File: config.mk
export PLATFORM = sky130hd
export DESIGN_NAME = bus_rtc_ctrl
export DESIGN_NICKNAME = d
export VERILOG_FILES = /design/src/rtl/bus_rtc_ctrl.sv
export SDC_FILE = /design/constraint.sdc
export NUM_CORES = 1
export LEC_CHECK = 0
export CAP_MARGIN = 20
export CORE_MARGIN = 4
export CORE_UTILIZATION = 53
export DETAILED_ROUTE_END_ITERATION = 8
export HOLD_SLACK_MARGIN = 0.15
export PLACE_DENSITY = 0.85
export SETUP_SLACK_MARGIN = 0.05
export SYNTH_ARGS = -nofsm -noshare
export SYNTH_HDL_FRONTEND = slang
export SYNTH_SLANG_ARGS = --single-unit
File: constraint.sdc
create_clock -name reloj -period 3.3 [get_ports reloj]
set_clock_uncertainty 0.1 [all_clocks]
set_input_delay 0.99 -clock reloj [delete_from_list [all_inputs] [get_ports reloj]]
set_output_delay 0.99 -clock reloj [all_outputs]
set_load 0.05 [all_outputs]
File: src/rtl/bus_rtc_ctrl.sv
// Multiplexed address/data bus master for an RTC-style peripheral.
// Each beat runs ADDR_SU, ADDR_STB, GAP, DATA_STB and TURN. All pad-facing
// outputs are registered and change on the same edge as the state.
module bus_rtc_ctrl #(
  parameter int unsigned DW     = 8,
  parameter int unsigned T_SU   = 2,
  parameter int unsigned T_STB  = 7,
  parameter int unsigned T_GAP  = 11,
  parameter int unsigned T_TURN = 5
) (
  input  logic          reloj,
  input  logic          resetM,
  input  logic          start,
  input  logic          rw,
  input  logic [DW-1:0] addr,
  input  logic [3:0]    burst,
  input  logic [DW-1:0] wdata,
  input  logic [DW-1:0] ad_in,
  output logic [DW-1:0] ad_out,
  output logic          ad_oe,
  output logic          CS,
  output logic          RD,
  output logic          WR,
  output logic          A_D,
  output logic          busy,
  output logic          done,
  output logic [DW-1:0] rdata,
  output logic          rvalid,
  output logic [3:0]    beat
);

  // Phase counter must hold the longest state duration minus one.
  // All timing parameters are expected to be >= 1, with T_STB >= 2.
  localparam int unsigned MAX_AB = (T_SU > T_STB) ? T_SU : T_STB;
  localparam int unsigned MAX_CD = (T_GAP > T_TURN) ? T_GAP : T_TURN;
  localparam int unsigned MAX_T  = (MAX_AB > MAX_CD) ? MAX_AB : MAX_CD;
  localparam int unsigned CW     = $clog2(MAX_T + 1);

  localparam logic [2:0] S_IDLE     = 3'd0;
  localparam logic [2:0] S_ADDR_SU  = 3'd1;
  localparam logic [2:0] S_ADDR_STB = 3'd2;
  localparam logic [2:0] S_GAP      = 3'd3;
  localparam logic [2:0] S_DATA_STB = 3'd4;
  localparam logic [2:0] S_TURN     = 3'd5;

  logic [2:0]    state_q,  state_nxt;
  logic [CW-1:0] cnt_q,    cnt_nxt;
  logic          rw_q,     rw_nxt;
  logic [DW-1:0] addr_q,   addr_nxt;
  logic [3:0]    burst_q,  burst_nxt;
  logic [3:0]    beat_nxt;
  logic [DW-1:0] ad_out_nxt;
  logic          ad_oe_nxt;
  logic          cs_nxt;
  logic          rd_nxt;
  logic          wr_nxt;
  logic          a_d_nxt;
  logic          busy_nxt;
  logic          done_nxt;
  logic [DW-1:0] rdata_nxt;
  logic          rvalid_nxt;

  // Next state, phase timing, transaction bookkeeping and next bus outputs.
  always_comb begin
    state_nxt  = state_q;
    cnt_nxt    = cnt_q;
    rw_nxt     = rw_q;
    addr_nxt   = addr_q;
    burst_nxt  = burst_q;
    beat_nxt   = beat;
    done_nxt   = 1'b0;
    rvalid_nxt = 1'b0;
    rdata_nxt  = rdata;

    if (state_q == S_IDLE) begin
      if (start) begin
        state_nxt = S_ADDR_SU;
        cnt_nxt   = CW'(T_SU - 1);
        rw_nxt    = rw;
        addr_nxt  = addr;
        burst_nxt = burst;
        beat_nxt  = 4'd0;
      end
    end else if (cnt_q != CW'(0)) begin
      cnt_nxt = cnt_q - CW'(1);
    end else begin
      case (state_q)
        S_ADDR_SU: begin
          state_nxt = S_ADDR_STB;
          cnt_nxt   = CW'(T_STB - 1);
        end
        S_ADDR_STB: begin
          state_nxt = S_GAP;
          cnt_nxt   = CW'(T_GAP - 1);
        end
        S_GAP: begin
          state_nxt = S_DATA_STB;
          cnt_nxt   = CW'(T_STB - 1);
        end
        S_DATA_STB: begin
          state_nxt = S_TURN;
          cnt_nxt   = CW'(T_TURN - 1);
          // Read data is taken on the last strobe cycle.
          if (rw_q) begin
            rdata_nxt  = ad_in;
            rvalid_nxt = 1'b1;
          end
        end
        S_TURN: begin
          if (beat < burst_q) begin
            state_nxt = S_ADDR_SU;
            cnt_nxt   = CW'(T_SU - 1);
            beat_nxt  = beat + 4'd1;
            addr_nxt  = addr_q + DW'(1);
          end else begin
            state_nxt = S_IDLE;
            cnt_nxt   = CW'(0);
            done_nxt  = 1'b1;
          end
        end
        default: begin
          state_nxt = S_IDLE;
          cnt_nxt   = CW'(0);
        end
      endcase
    end

    // Bus outputs are decoded from the state being entered.
    ad_out_nxt = '0;
    ad_oe_nxt  = 1'b0;
    cs_nxt     = 1'b1;
    rd_nxt     = 1'b1;
    wr_nxt     = 1'b1;
    a_d_nxt    = 1'b1;
    busy_nxt   = (state_nxt != S_IDLE);
    case (state_nxt)
      S_ADDR_SU: begin
        a_d_nxt    = 1'b0;
        ad_oe_nxt  = 1'b1;
        ad_out_nxt = addr_nxt;
      end
      S_ADDR_STB: begin
        a_d_nxt    = 1'b0;
        cs_nxt     = 1'b0;
        wr_nxt     = 1'b0;
        ad_oe_nxt  = 1'b1;
        ad_out_nxt = addr_nxt;
      end
      S_DATA_STB: begin
        cs_nxt = 1'b0;
        if (rw_nxt) begin
          rd_nxt = 1'b0;
        end else begin
          wr_nxt     = 1'b0;
          ad_oe_nxt  = 1'b1;
          // Write data is sampled once, on entry, then held.
          ad_out_nxt = (state_q == S_DATA_STB) ? ad_out : wdata;
        end
      end
      default: begin
        ad_out_nxt = '0;
      end
    endcase
  end

  // State, bookkeeping and registered outputs with synchronous reset.
  always_ff @(posedge reloj) begin
    if (!resetM) begin
      state_q <= S_IDLE;
      cnt_q   <= '0;
      rw_q    <= 1'b0;
      addr_q  <= '0;
      burst_q <= '0;
      beat    <= '0;
      ad_out  <= '0;
      ad_oe   <= 1'b0;
      CS      <= 1'b1;
      RD      <= 1'b1;
      WR      <= 1'b1;
      A_D     <= 1'b1;
      busy    <= 1'b0;
      done    <= 1'b0;
      rdata   <= '0;
      rvalid  <= 1'b0;
    end else begin
      state_q <= state_nxt;
      cnt_q   <= cnt_nxt;
      rw_q    <= rw_nxt;
      addr_q  <= addr_nxt;
      burst_q <= burst_nxt;
      beat    <= beat_nxt;
      ad_out  <= ad_out_nxt;
      ad_oe   <= ad_oe_nxt;
      CS      <= cs_nxt;
      RD      <= rd_nxt;
      WR      <= wr_nxt;
      A_D     <= a_d_nxt;
      busy    <= busy_nxt;
      done    <= done_nxt;
      rdata   <= rdata_nxt;
      rvalid  <= rvalid_nxt;
    end
  end

endmodule

* Yosys cells after proc, flatten, opt, wreduce, memory -nomap -nowiden
Index checks and enable logic that the tools add are counted.
** Word-level totals
- Bits in registers :: 48
** Operators by class
- Add/sub/neg operators :: 3
- Magnitude comparators :: 1
- Equality and inequality tests :: 11
- Mux-type cells :: 33
- Bitwise operators :: 5
- Reductions and logical operators :: 14
** Operators with widths (number)
- $mux 8 :: 7
- $mux 4 :: 8
- $pmux 4 s4 :: 1
- $pmux 8 s2 :: 1
- $pmux 3 s5 :: 1
- $mux 1 :: 10
- $eq 3x2->1 const B :: 3
- $eq 3x3->1 const B :: 3
- $mux 3 :: 3
- $add 8x1->8 const B :: 1
- $reduce_and 4->1 :: 2
- $reduce_or 4->1 :: 2
- $eq 3x1->1 const B :: 2
- $reduce_or 2->1 :: 3
- $not 1->1 :: 5
- $add 4x1->4 const B :: 1
- $lt 4x4->1 :: 1
- $ne 2x2->1 const B :: 2
- $pmux 1 s2 :: 2
- $reduce_and 2->1 :: 2
- $reduce_bool 2->1 :: 2
- $reduce_bool 4->1 :: 1
- $sub 4x1->4 const B :: 1
- $logic_not 3->1 :: 1
- other kinds (2) :: 2

* Longest topological paths before layout
- Depth in word-level cells :: 8
- Mapped depth :: 9
- Mapped depth without buffers :: 7

* Worst setup path after synthesis
No wires, ideal clock.
- Path kind :: input -> register
- Start :: input start
- End :: register ad_out[0]
- Setup time :: 0.067 ns
- Arrival :: 2.338 ns
- Required time :: 3.133 ns
- Setup slack :: 0.795 ns
- Stages :: 5
- Cell sequence :: nor4b_4 > mux2_2 > a221oi_2 > a32oi_1 > o21ai_2
** Between the ends
- Cells in the longest elaborated chain, start to end :: 5
- Elaborated cells on any way between the ends :: 13
** RTL lines
- start: declaration :: RTL line 13 : input logic start,
- $mux 3 :: RTL line 76 : if (start) begin
- $mux 3 :: RTL line 75 : if (state_q == S_IDLE) begin
- $eq 3x2->1 or $eq 3x1->1 (tied branches) :: RTL line 136 : case (state_nxt)
- $reduce_or 2->1 (no line)
- $pmux 8 s2 :: RTL line 136
- end signal: assignment :: RTL line 192 : ad_out <= ad_out_nxt;
- end: declaration :: RTL line 19 : output logic [DW-1:0] ad_out,
Several ways; a longest one is shown, not always the timed one.
A chain may end at the register's enable or synchronous reset.

* Worst setup path in the final report
Same ends and word-level chain as after synthesis.

==> impl_metrics.ini <==
[outcome]
status = finished, final reports clean

[global_route]
grt_use_total_pct = 22.2
grt_pass1_wl_mm = 9.72
grt_pass1_vias = 2053
overflow = 0
antenna_found_initial = 0
grt_start_max_net_pins = 22

[power_and_ir_drop]
ir_drop_uv = 650
seq_power_share_pct = 35.0
p_sw_mw = 1.05
cellPowerDensity_nw_per_um2 = 779
p_leak_nw = 1.21
swShare_pct = 43.4
combPwrFrac_pct = 46.8
p_int_mw = 1.37
p_total_mw = 2.42
p_clk_share_pct = 18.2

[routing]
vias = 2221
drtAntennaViolNets = 0
vias_per_cell = 5.88
wl_per_cell_um = 15.9
dr.pass1.iters = 4
drt_wl_total_mm = 6.03
drc = 0
drt-initial-drc-count = 282

[clocking]
cts.clk_slew.worst_paths_ps = 90
clockBufferDepth = 2
post_cts_buffers = 0
cts_buffers = 5
cts_tree = yes
insertion_delay_ps = 310
htreeDepth = 2
cts_hold_buffers = 0
cts.sinks = 48
ctsResizeCount = 0
cts_root_buf = clkbuf_8

[final_layout]
nNetsFinal = 363
area_growth_pct = 31.2
final_area_sq_um = 3110
drive_gt1_share_pct = 9.51
diodes = 0
fillers = 325

[sta]
drv_slew = 0
fin_ws_ps = 465
fmax_mhz = 353
period_minus_slack_ps = 2830
post-route-period-util_pct = 85.9
rsz0062_at_grt = no
fin_setup_tns_ps = 0
finalHoldViolations = 0
holdWs_ps = 365
slew_headroom_pct = 43.2
worst_pin_slew_ps = 845
setup_violations = 0

[synthesis]
syn_area_sq_um = 2370
yosysUniqueCellTypes = 59
synth_top_cell_area_share_pct = 40.6
netlist_instances = 269
ys_ff_latch = 48
ys_warn_count = 0
synth_area_leaders = dfxtp_1, nor2_1, nand2_1
synth-main-ff-cell = dfxtp_1
synthArstFlopShare_pct = 0
synth_edf_count = 0
synth_area_leader_cell = dfxtp_1
yosysSeqAreaShare_pct = 40.6
synth_area_per_cell_sq_um = 8.80
syn_nets = 307

[die]
die_h_um = 74.9
core_region_area_sq_um = 4350
start_util_pct = 54.4
pin_count = 60
rows = 24
die_w_um = 74.9
die-area_sq_um = 5600

[setup_path]
crit_fanout = 15
cp-end-kind = flop
cp.arrival_ps = 2980
required_ps = 3450
setup.worst_path.start = start
critPathLaunchType = primary input
timing.rr.start = state_q[2]
timing_worst_setup_path_type = primary input to flop

[placement]
place.gp.congestion = 0.845
dpl_worst_slack_ps = 191
placed_area_sq_um = 2990
post-dp-hpwl_mm = 4.27
place.port_buffers = 59

[min_path]
hp-class = flop to flop
min_from = burst_q[2]

[flow_run]
maxCapViolCount = 0
[placed cells by master (no fill, tap or decap), types with 3 or more instances in the layout]
cell type,n
a21oi_1,15
a32oi_1,8
and2_1,3
and4_1,3
buf_4,6
clkbuf_8,5
clkdlybuf4s50_1,59
dfxtp_1,48
ha_1,6
inv_1,7
mux2i_1,9
nand2_1,25
nand3_1,13
nor2_1,31
nor2b_1,5
nor3_1,7
o211ai_1,4
o21ai_0,11
o21ai_2,8
or3_1,3
[worst paths after layout]
path / end / slack, ps / cells after the start
min: burst_q[2] / 370 / 2
max reg2reg: ad_out[1] / 810 / 5
max: ad_out[0] / 470 / 5
min reg2reg: burst_q[2] / 370 / 2
[registers in the layout, indices dropped and copies added, names as in the netlist]
register,flops
cnt_q,4
done,1
WR,1
CS,1
rw_q,1
rvalid,1
addr_q,8
ad_out,8
RD,1
ad_oe,1
beat,4
state_q,3
rdata,8
burst_q,4
busy,1
A_D,1
[cell type report]
cell class	count	area, sq um	share of cell area (%)
tap	52	65.1	2.09
sequential	48	961	30.9
clock inverter	3	46.3	1.49
clock buffer	5	68.8	2.22
inverter	7	26.3	0.846
timing repair buffer	65	636	20.5
multi-input combinational	198	1300	42.0
[worst max-delay path: stages]
cell and delay, ps:
clkdlybuf4s50_1 590, or4b_1 740, o21ai_0 260, o221ai_1 240, o21ai_2 160
[cell usage after synthesis (2+ instances only)]
library cell   n
a21oi_1       15
nand2_1       25
and3_1         2
a31oi_1        2
buf_2          5
o21ai_2        8
nor3_1         7
nor3b_1        2
a32oi_1        8
nand4_1        2
o22a_1         2
o21ai_0       11
o21a_1         2
clkbuf_1       9
inv_1          7
nor2_1        31
and2_1         3
dfxtp_1       48
nand3_1       13
o21bai_1       2
ha_1           6
and4_1         3
mux2i_1        9
nor2b_1        5
or3_1          3
o211ai_1       4
mux2_2         2
xnor2_1        2
[per-stage QoR]
step | util, % | instances
floorplan | - | 269
global placement | 68.7 | 370
detailed placement | 68.7 | 370
CTS | 71.4 | 378
global route | 71.4 | 378
finish | 71.4 | 378
[kinds of logic (layout without fill, tap and decap cells)]
group	count (synthesis)	in the layout	share of synthesized area [%]
DFF	48	48	40.6
xor gates and xnor gates	3	3	1.11
and+or+nand+nor	108	108	24.3
AOI/OAI and AO/OA	69	69	21.1
muxes	12	12	5.39
adders and majority gates	6	6	3.17
buffers and inverters	23	80	4.38
[power groups by stage]
| stage | combinational [mW] | sequential (mW) | clock, mW |
|---|---|---|---|
| finish | 1.13 | 0.847 | 0.442 |
| CTS | 1.13 | 0.843 | 0.446 |
| global placement | 1.10 | 0.853 | 0 |
| floorplan | 0.686 | 0.977 | 0 |
| detailed placement | 1.12 | 0.851 | 0 |
| global route | 1.22 | 0.867 | 0.474 |
[metal layers]
metal | track usage (%) | vias up | routed length [um]
li1 | - | 1089 | -
met1 | 32.0 | 1052 | 2850
met2 | 33.6 | 71 | 2760
met3 | 3.87 | 9 | 329
met4 | 6.92 | 0 | 85
met5 | 0 | - | 0
Power figures use the tool's default switching activity.
==> variant 1: new RTL, config.mk and constraints unchanged <==
Set the parameter `T_STB` to 6 (it was 7).
--- a/src/rtl/bus_rtc_ctrl.sv
+++ b/src/rtl/bus_rtc_ctrl.sv
@@ -6,3 +6,3 @@
   parameter int unsigned T_SU   = 2,
-  parameter int unsigned T_STB  = 7,
+  parameter int unsigned T_STB  = 6,
   parameter int unsigned T_GAP  = 11,
Check against the original RTL: not equivalent (a bounded check fails within 10 cycles, from zero or initial values and one cycle with resetM low).
==> variant 1 against the original RTL <==
Cell count down 0.53%; register-to-register slack better by 40 ps; worst setup slack better by 0.78 ps; wire length up 2.9%; cell area down 0.12%; sequential cell count unchanged; area after synthesis up 2.0%; power down 3.3%; count of clock-buffer cells in the layout unchanged; critical endpoint is now beat[0]; largest cell class unchanged; largest power group unchanged.
==> variant 1: results (changes against the original RTL) <==
largest net degree at the start of global routing=23 (+4.5%); vias in the first global route=2,171 (+5.7%); Syn Area/Cell=8.91 sq um (+1.2%); biggest regs=ad_out: 8 flops, addr_q: 8 flops, rdata: 8 flops; fill count=355 (+9.2%); Reg clk slew, reported paths=90 ps (about the same); All-Layer GR Usage=22.5% (+0.30 points); WHS Endpoint=burst_q[0]; Starting DRT DRC Count=184 (-35%); outcome=finished clean; WL final=6.20 mm (+2.9%); fin nets=363 (unchanged); clock tree buffer depth=2 (unchanged); Min Hold Slack=368 ps (+3.11 ps); Placed Cells=370 (unchanged); async set-or-reset flop fraction in the synthesized netlist=0% (unchanged); layout cell share with drive strength beyond 1=6.79% (-2.7 points); top cells by area, synth=dfxtp_1 40%, nor2_1 5.3%, a21oi_1 3.9%, mux2i_1 3.7%, a32oi_1 3.6%; WHS Path Cells=2 (unchanged); TritonCTS buffer count=5 (unchanged); Reg2Reg Launch Point=state_q[0]; worst skew pair latency=310 ps (about the same); top post-synthesis cells by count=48 x dfxtp_1, 34 x nor2_1, 20 x nand2_1; maximum VDD drop=0.345 mV (-47%); post-detailed-route count of antenna-violating nets=0 (unchanged); post-CTS repair timing setup buffer count=0 (unchanged); net count after synthesis=309 (+0.65%); first-pass GRT wire length=9.98 mm (+2.8%); Synth top area share=39.8% (-0.78 points); Hold Path Class=reg -> reg; H-tree depth=2 (unchanged); Worst EP arrival=2930 ps (-50 ps); initial antenna violation count=0 (unchanged); Antenna diodes=0 (unchanged); Critical Path Fanout Max=14 (-1); worst reg-to-reg setup slack=850 ps (+40 ps); RR Endpoint=ad_out[7]; GP Congestion=0.854 (+1.0%); Synth Warn #=0 (unchanged); HPWL Detailed=4.48 mm (+4.8%); fin cells=376 (-0.53%); vias per cell=6.13 (+4.3%); r2r worst-path depth=5 (unchanged); register area share after synthesis=39.8% (-0.78 points); Leakage=0.00116 uW (-4.0%); Post-CTS Resized=0 (unchanged); Slew HR=45.4% (+2.2 points); Synth cell types=63 (+6.8%); Hold Path Origin=burst_q[0]; drt pass-1 iters=4 (unchanged); post-place instance area=3000 sq um (+0.42%)
[variant 1: final cells by class]
cell class              instances  area, sq um  area share [%]
multi-input cells             197         1320            42.5
flip-flops and latches         48          961            31.0
repair buffers                 63          621            20.0
clock buffers                   5         68.8            2.22
well taps                      52         65.1            2.10
inverters                      10         37.5            1.21
clock inverters                 1         30.0           0.968
[variant 1: cell families after synthesis]
kind of cell | count (synthesis) | synth area share [%]
xor+xnor | 3 | 1.09
simple gates | 101 | 22.9
buf+inv | 26 | 5.54
fa+ha+maj | 6 | 3.11
flops | 48 | 39.8
compound gates | 77 | 23.4
mux | 10 | 4.20
[variant 1: stage by stage]
stage                     setup slack [ps]  power (uW)  util, %
after floorplan                        772        1630        -
after global placement                 215        1900     68.5
after detailed placement               162        1920     68.5
after CTS                              474        2340     70.8
after global routing                   379        2490     70.8
final                                  466        2340     70.8
[variant 1: per-layer routing]
metal | vias up | GRT usage (%) | share of wire [%]
met5 | - | 0 | 0
met4 | 0 | 6.02 | 1.2
met3 | 7 | 6.86 | 9.8
met2 | 98 | 36.2 | 47
met1 | 1079 | 29.2 | 42
li1 | 1121 | - | -
[variant 1: power breakdown]
part | switching (uW) | leakage [uW] | internal (uW)
sequential | 137 | 0.000393 | 698
clock | 200 | 0.0000501 | 218
combinational | 669 | 0.000718 | 418
total | 1010 | 0.00116 | 1330
[variant 1: how the worst max path moves through the flow]
stage	endpoint	slack (ps)	depth (start not counted)
finish	beat[0]	470	5
CTS	beat[0]	470	5
floorplan	ad_out[0]	770	7
global route	beat[0]	380	5
detailed placement	beat[0]	160	5
global placement	beat[0]	220	5
[variant 1: worst max-delay path, cell delays in order]
cell and delay [ps]:
clkdlybuf4s50_1 650, or4b_1 730, o21ai_1 290, mux2_2 210, nor2_1 40
==> variant 2: new RTL, config.mk and constraints unchanged <==
Made on the original files. `addr_q` and `rdata` no longer have a reset.
--- a/src/rtl/bus_rtc_ctrl.sv
+++ b/src/rtl/bus_rtc_ctrl.sv
@@ -171,3 +171,2 @@
       rw_q    <= 1'b0;
-      addr_q  <= '0;
       burst_q <= '0;
@@ -182,3 +181,2 @@
       done    <= 1'b0;
-      rdata   <= '0;
       rvalid  <= 1'b0;
@@ -188,3 +186,2 @@
       rw_q    <= rw_nxt;
-      addr_q  <= addr_nxt;
       burst_q <= burst_nxt;
@@ -199,3 +196,2 @@
       done    <= done_nxt;
-      rdata   <= rdata_nxt;
       rvalid  <= rvalid_nxt;
@@ -204,2 +200,7 @@
 
+  always_ff @(posedge reloj) begin
+    addr_q <= addr_nxt;
+    rdata  <= rdata_nxt;
+  end
+
 endmodule
Function: no difference found for any inputs over 10 cycles, from zero or initial values and one cycle with resetM low; that may be too few to reach the edited logic, so the function may still have changed.
==> variant 2 against the original RTL <==
Die area fell by 4.0%; via count down 6.4%; worst setup slack gained 120 ps; clock power down 22%; critical endpoint is now ad_out[5]; largest power group unchanged; highest routed layer unchanged; wire length shrank 7.6%; sequential cell count unchanged; cell count fell by 7.4%; cell area shrank 4.5%; largest cell class unchanged; critical path depth up 1; non-clock buffer count decreased by 3; area after synthesis down 4.4%; power fell by 4.3%.
==> variant 2: results (changes against the original RTL) <==
Worst EP arrival=2810 ps (-170 ps); dpl ws=301 ps (+110 ps); Synth cell types=59 (unchanged); All-Layer GR Usage=21.0% (-1.2 points); RR Endpoint=ad_out[5]; CP peak stage delay=470 ps (-270 ps); top post-synthesis cells by count=40 x dfxtp_1, 24 x nor2_1, 22 x nand2_1; Slew HR=56.4% (+13 points); layout cell share with drive strength beyond 1=7.33% (-2.2 points); clock tree buffer depth=2 (unchanged); WL/cell=15.9 um (-0.21%); met2 Use GR=35.9% (+2.4 points); fin util=73.1% (+1.8 points); Leakage=0.00107 uW (-12%); register area share after synthesis=46.0% (+5.4 points); Min Hold Slack=367 ps (+1.74 ps); largest net degree at the start of global routing=19 (-14%); outcome=finished clean; WL met1=2.30 mm (-19%); WHS Path Cells=2 (unchanged); CP delay by family, top=compound AO/OA/AOI/OAI gates; GRT met3 Usage=5.06% (+1.2 points); xor/xnor share of the synthesized area=1.16% (+0.052 points); HPWL Detailed=4.13 mm (-3.4%); r2r worst-path depth=8 (+3); top cells by area, synth=dfxtp_1 35%, edfxtp_1 11%, nor2_1 4.0%, a21oi_1 3.8%, nand2_1 3.6%; part of the cycle the worst path needs=82.2% (-3.7 points); Critical Path Sink=ad_out[5]; fin nets=337 (-7.2%); M1 GR Usage=25.2% (-6.8 points); vias in the first global route=1,984 (-3.4%); post-place instance area=2880 sq um (-3.6%); Synth Instances=241 (-10%); fill count=319 (-1.8%); maximum VDD drop=0.579 mV (-11%); net count after synthesis=279 (-9.1%); vias per cell=5.94 (+1.1%); adder-cell share of the synthesized area=3.32% (+0.15 points); EDFF count, synth=8 (+8); Synth Area in Compound Gates=20.9% (-0.18 points); Hold Path Origin=burst_q[0]; met3 routed WL=510 um (+55%); sw frac=43.4% (about the same); Starting DRT DRC Count=164 (-42%); first-pass GRT wire length=8.83 mm (-9.1%); GP Congestion=0.917 (+8.5%); DR WL met2=2.65 mm (-3.8%); Critical Path Fanout Max=8 (-7); WL final=5.57 mm (-7.6%); drt pass-1 iters=5 (+1); post-synthesis mux area share=2.10% (-3.3 points); WHS Endpoint=burst_q[0]; TritonCTS buffer count=5 (unchanged); Reg2Reg Launch Point=cnt_q[0]
## variant 2: cell types whose count changed in the layout (fill, tap and decap cells not counted), moves of 8 or more
cell	unedited run	this run
a22oi_1	0	9
a32oi_1	8	0
dfxtp_1	48	40
edfxtp_1	0	8
mux2i_1	9	1
o21ai_2	8	0
## variant 2: worst min-delay path: stages (launching register included)
cell     delay (ps)
dfxtp_1         320
nand2_1          50
a21oi_1          50
## variant 2: layout make-up
class | instances | share of cell area (%)
clock inverters | 2 | 0.422
clock buffers | 6 | 2.45
repair buffers | 62 | 20.7
well taps | 50 | 2.11
multi-input cells | 174 | 38.3
flip-flops and latches | 48 | 35.1
inverters | 8 | 1.01
## variant 2: power groups by stage
stage / combinational (uW) / sequential [uW] / clock (uW)
CTS: 1070 / 891 / 346
global placement: 1050 / 901 / 0
floorplan: 597 / 1080 / 0
detailed placement: 1070 / 900 / 0
finish: 1080 / 896 / 344
global route: 1160 / 916 / 368
